--- config.mk ---
export PLATFORM = sky130hd
export DESIGN_NAME = count_run_ctrl
export DESIGN_NICKNAME = d
export VERILOG_FILES = /design/src/rtl/count_run_ctrl.sv
export SDC_FILE = /design/constraint.sdc
export NUM_CORES = 1
export LEC_CHECK = 0
export ABC_AREA = 1
export CAP_MARGIN = 20
export CORE_UTILIZATION = 55
export CTS_CLUSTER_DIAMETER = 60
export DETAILED_ROUTE_END_ITERATION = 10
export PLACE_DENSITY = 0.76
export SKIP_CTS_REPAIR_TIMING = 1
export SYNTH_ARGS = -nofsm -noshare
export SYNTH_HDL_FRONTEND = slang
export SYNTH_SLANG_ARGS = --single-unit
--- constraint.sdc ---
create_clock -name clk_100MHz -period 1.62 [get_ports clk_100MHz]
set_input_delay 0.486 -clock clk_100MHz [delete_from_list [all_inputs] [get_ports clk_100MHz]]
set_output_delay 0.486 -clock clk_100MHz [all_outputs]
set_load 0.03 [all_outputs]
--- src/rtl/count_run_ctrl.sv ---
// count_run_ctrl
//   Run-control sequencer for the 4-digit BCD stopwatch chain. Debounces the
//   start/stop and lap/clear buttons, runs the stopwatch FSM, gates the slow
//   tick into a count-enable strobe, issues counter clears and freezes the
//   display while a lap time is shown.
//
// Ports
//   clk_100MHz      in   system clock, sole domain
//   reset           in   synchronous active-high reset
//   btn_start_stop  in   raw asynchronous button, active-high
//   btn_lap_clear   in   raw asynchronous button, active-high
//   tick            in   single-cycle strobe from the tick generator
//   at_max          in   counter digits read 9999
//   count_en        out  single-cycle increment strobe to the counter
//   count_clr       out  single-cycle clear strobe to the counter
//   disp_hold       out  display keeps its last value while high
//   state           out  registered FSM state
//
// state | meaning
// ------+--------------------------------------------------
// IDLE  | stopped at zero / after clear, ticks ignored
// RUN   | ticks forwarded to the counter
// PAUSE | stopped, value kept, ticks ignored
// LAP   | counting continues, display frozen for lap readout

module count_run_ctrl #(
  parameter int DEBOUNCE_CYCLES = 1000000,
  parameter int CNT_W           = 20,
  parameter int STOP_AT_MAX     = 1
) (
  input  logic       clk_100MHz,
  input  logic       reset,
  input  logic       btn_start_stop,
  input  logic       btn_lap_clear,
  input  logic       tick,
  input  logic       at_max,
  output logic       count_en,
  output logic       count_clr,
  output logic       disp_hold,
  output logic [1:0] state
);

  localparam logic [1:0] IDLE  = 2'b00;
  localparam logic [1:0] RUN   = 2'b01;
  localparam logic [1:0] PAUSE = 2'b10;
  localparam logic [1:0] LAP   = 2'b11;

  localparam logic [CNT_W-1:0] DB_LAST = CNT_W'(DEBOUNCE_CYCLES - 1);

  // index 0 = start/stop, index 1 = lap/clear
  logic [1:0]       btn_raw;
  logic [1:0]       sync1;
  logic [1:0]       sync2;
  logic [1:0]       db_level;
  logic [1:0]       press;
  logic [CNT_W-1:0] db_cnt [2];

  logic [1:0] state_q;
  logic [1:0] state_next;
  logic       en_next;
  logic       clr_next;
  logic       ss_p;
  logic       lc_p;
  logic       auto_pause;
  logic       counting;

  assign btn_raw = {btn_lap_clear, btn_start_stop};

  // Debounce: the counter only runs while the synchronized level disagrees
  // with the accepted level; any agreement restarts the interval.
  always_ff @(posedge clk_100MHz) begin
    if (reset) begin
      sync1    <= '0;
      sync2    <= '0;
      db_level <= '0;
      press    <= '0;
      for (int i = 0; i < 2; i++) db_cnt[i] <= '0;
    end else begin
      sync1 <= btn_raw;
      sync2 <= sync1;
      for (int i = 0; i < 2; i++) begin
        press[i] <= 1'b0;
        if (sync2[i] == db_level[i]) begin
          db_cnt[i] <= '0;
        end else if (db_cnt[i] == DB_LAST) begin
          db_level[i] <= sync2[i];
          db_cnt[i]   <= '0;
          press[i]    <= sync2[i];
        end else begin
          db_cnt[i] <= db_cnt[i] + 1'b1;
        end
      end
    end
  end

  always_comb begin
    state_next = state_q;
    en_next    = 1'b0;
    clr_next   = 1'b0;
    ss_p       = press[0];
    lc_p       = press[1] & ~press[0];
    counting   = (state_q == RUN) || (state_q == LAP);
    // A tick that would take the counter past 9999 pauses instead of counting.
    auto_pause = (STOP_AT_MAX != 0) && tick && at_max && counting;

    case (state_q)
      IDLE: begin
        if (ss_p)      state_next = RUN;
        else if (lc_p) clr_next   = 1'b1;
      end
      RUN: begin
        if (ss_p || auto_pause) state_next = PAUSE;
        else if (lc_p)          state_next = LAP;
      end
      LAP: begin
        if (ss_p || auto_pause) state_next = PAUSE;
        else if (lc_p)          state_next = RUN;
      end
      PAUSE: begin
        if (ss_p) begin
          state_next = RUN;
        end else if (lc_p) begin
          state_next = IDLE;
          clr_next   = 1'b1;
        end
      end
      default: state_next = IDLE;
    endcase

    // State is sampled before the transition, so a tick on the exit press
    // still counts and a tick on the entry press does not.
    en_next = counting && tick && !auto_pause && !clr_next;
  end

  always_ff @(posedge clk_100MHz) begin
    if (reset) begin
      state_q   <= IDLE;
      count_en  <= 1'b0;
      count_clr <= 1'b0;
      disp_hold <= 1'b0;
    end else begin
      state_q   <= state_next;
      count_en  <= en_next;
      count_clr <= clr_next;
      disp_hold <= (state_q == LAP);
    end
  end

  assign state = state_q;

endmodule

==> metrics.txt <==
Core Region=roughly 5200 sq um; DRT iter0 DRCs=164; largest net degree at the start of global routing=20; vias in the first global route=2227; hpwl dp=4220 microns; Hold Violations, Final=0; GR met1 Demand/Resource=between 20% and 30%; Pleak=around 0.0016 uW; Die Ht=between 70 and 80 microns; CP Launch Type=register; status=complete, but fails checks; NumNets Final=480; max-cap violations=0; global-route wire length before repair=a little over 9000 microns; DRT Pass-1 Iters=5; Finished Layout Cells=about 540; post-synthesis to final-layout area growth=30.7%; Tcrit/Tclk final=100%; crit-path max cell delay=about 410 ps; Clk pin slew, worst setup/hold paths=90 ps; failing checks=negative setup slack; DRC=0; Ports=11; Max Freq=between 600 and 700 MHz; Top Usage Layer GRT=met2; Power Dens Cells=a little under 700 nW/um^2; Hold/Removal Path Class=register to register; CTS Buf Count=5; GR Util met3=4.63%; Ys Warns=0; CTS root buffer=clkbuf_8; Worst-Skew Late Latency=roughly 320 ps; Final WS setup=-6.63 ps; crit-path cells=ha_4, nand3_4, nor3_4, nand3_4, buf_12, nand2_4, nor2_1; Max clock buf depth=2; Initial Utilization=57.7%; initial antenna violation count=0; final hold slack=~410 ps; skew final=9.21 ps; peak supply drop=0.544 mV; Post-Syn Instances=385; Crit path top cell by count=nand3_4; DR vias=between 2k and 3k; mapped cell area=just under 3000 sq um; Tmin final=approximately 1600 ps; clock sink count=53; Crit. End Element=register; Critical Path RT=1700 ps; DR vias/cell=just under 5; I/O Buffers=10; GR Layer Usage met2=between 30 and 40%; Avg Inst Size Synth=~7.7 sq um; Synth Register Bits=53; crit path kind=register to register; DR WL/cell=roughly 12 microns; CTS tree=built; Crit Path Max Fanout=5; Crit path max-delay family=simple AND/OR/NAND/NOR gates; Worst Path Arrival=approximately 1700 ps; gr usage total=between 20% and 30%; Unique masters post-synth=30; Routed WL=6540 microns; CTS H-tree lvls=2; unrepaired setup endpoints after global routing=true; final slew viol count=0; Row Count=26; slowest CP cell=edfxtp_1; placed cells=just over 500; Place WS=-216 ps; post-route ant nets=0; most common cell after layout, fill and taps aside=nand2_1; sequential area share after synthesis=about half; ratio of cells with drive above 1 in the final layout=~18%; Chip Width=about 76 microns; Final GP Congestion=0.827; GRT overflow=0; commonest cells after routing, fill and taps aside=nand2_1, nor2_1, inv_1; final setup vio count=6; Die ar.=5720 sq um; ant diodes=0; CP Buf/Inv Count=1
## area by class of cell
cell class	instances	area (sq um)
Timing Repair Buffer	41	395
Fill cell	357	1270
Sequential cell	53	1460
Clock inverter	1	6.26
Inverter	46	173
Multi-Input combinational cell	325	1670
Tap cell	70	87.6
Clock buffer	7	108
## worst min-delay path: stages (launching register included)
cell	delay (ps)
dfxtp_1	310
inv_1	40
nor2_1	30
## report_power, final
part	switching, uW	internal (uW)	leakage, uW
clock	470	443	0.0000599
sequential	49.7	1510	0.000518
combinational	116	79.9	0.00105
## flip-flops by register name, indices dropped and copies added (netlist names)
name / flops
count_clr: 1
count_en: 1
db_cnt: 40
db_level: 2
disp_hold: 1
press: 2
state: 2
sync1: 2
sync2: 2
## stage by stage
stage | TNS (ps) | utilization, % | instance area (sq um) | total power (uW)
2_1_floorplan | 0 | - | 3130 | 1680
3_3_place_gp | -4350 | 66.3 | 3430 | 1730
3_5_place_dp | -5770 | 66.3 | 3430 | 1740
4_1_cts | -1070 | 68.5 | 3540 | 2620
5_1_grt | -1480 | 75.4 | 3900 | 2750
6_report | -14.5 | 75.4 | 3900 | 2660
## Yosys cell counts
library cell	n	area [sq um]
nand2_1	99	372
nor2_1	85	319
inv_1	46	173
edfxtp_1	40	1200
nand3_1	27	135
a21oi_1	14	70.1
dfxtp_1	13	260
xor2_1	12	105
nor3_1	8	40.0
nand4_1	7	43.8
nor2_2	5	31.3
xnor2_1	5	43.8
o21ai_0	3	15.0
buf_6	2	22.5
ha_1	2	25.0
nand2_4	2	22.5
or2_2	2	12.5
and3_1	1	6.26
clkbuf_1	1	3.75
conb_1	1	3.75
nand2_2	1	6.26
nand3_2	1	10.0
nand3b_1	1	7.51
nor2_4	1	11.3
nor3_2	1	10.0
nor4_1	1	6.26
o211ai_1	1	7.51
o21ai_1	1	5.00
o21bai_1	1	7.51
or2_0	1	6.26
## cell families after synthesis
logic type	count (synthesis)	synth area share (%)
fa+ha+maj	2	0.839
flops	53	49.0
xor+xnor	17	4.99
other cells	1	0.126
buf+inv	49	6.67
compound gates	20	3.52
simple gates	243	34.9
## worst paths after layout
check,startpoint,endpoint,slack [ps],cells after the start
worst max-delay path,db_cnt[1][1],db_cnt[1][5],-7,7
worst min-delay path,sync1[1],sync2[1],410,2
worst max register to register,db_cnt[1][1],db_cnt[1][5],-7,7
worst min register to register,sync1[1],sync2[1],410,2
## per-layer routing
| layer | vias to the layer above | share of wire [%] |
|---|---|---|
| met3 | 23 | 4.7 |
| li1 | 1374 | - |
| met4 | 0 | 2.5 |
| met5 | - | 0 |
| met1 | 1204 | 44 |
| met2 | 85 | 49 |
(Power assumes the default switching activity.)
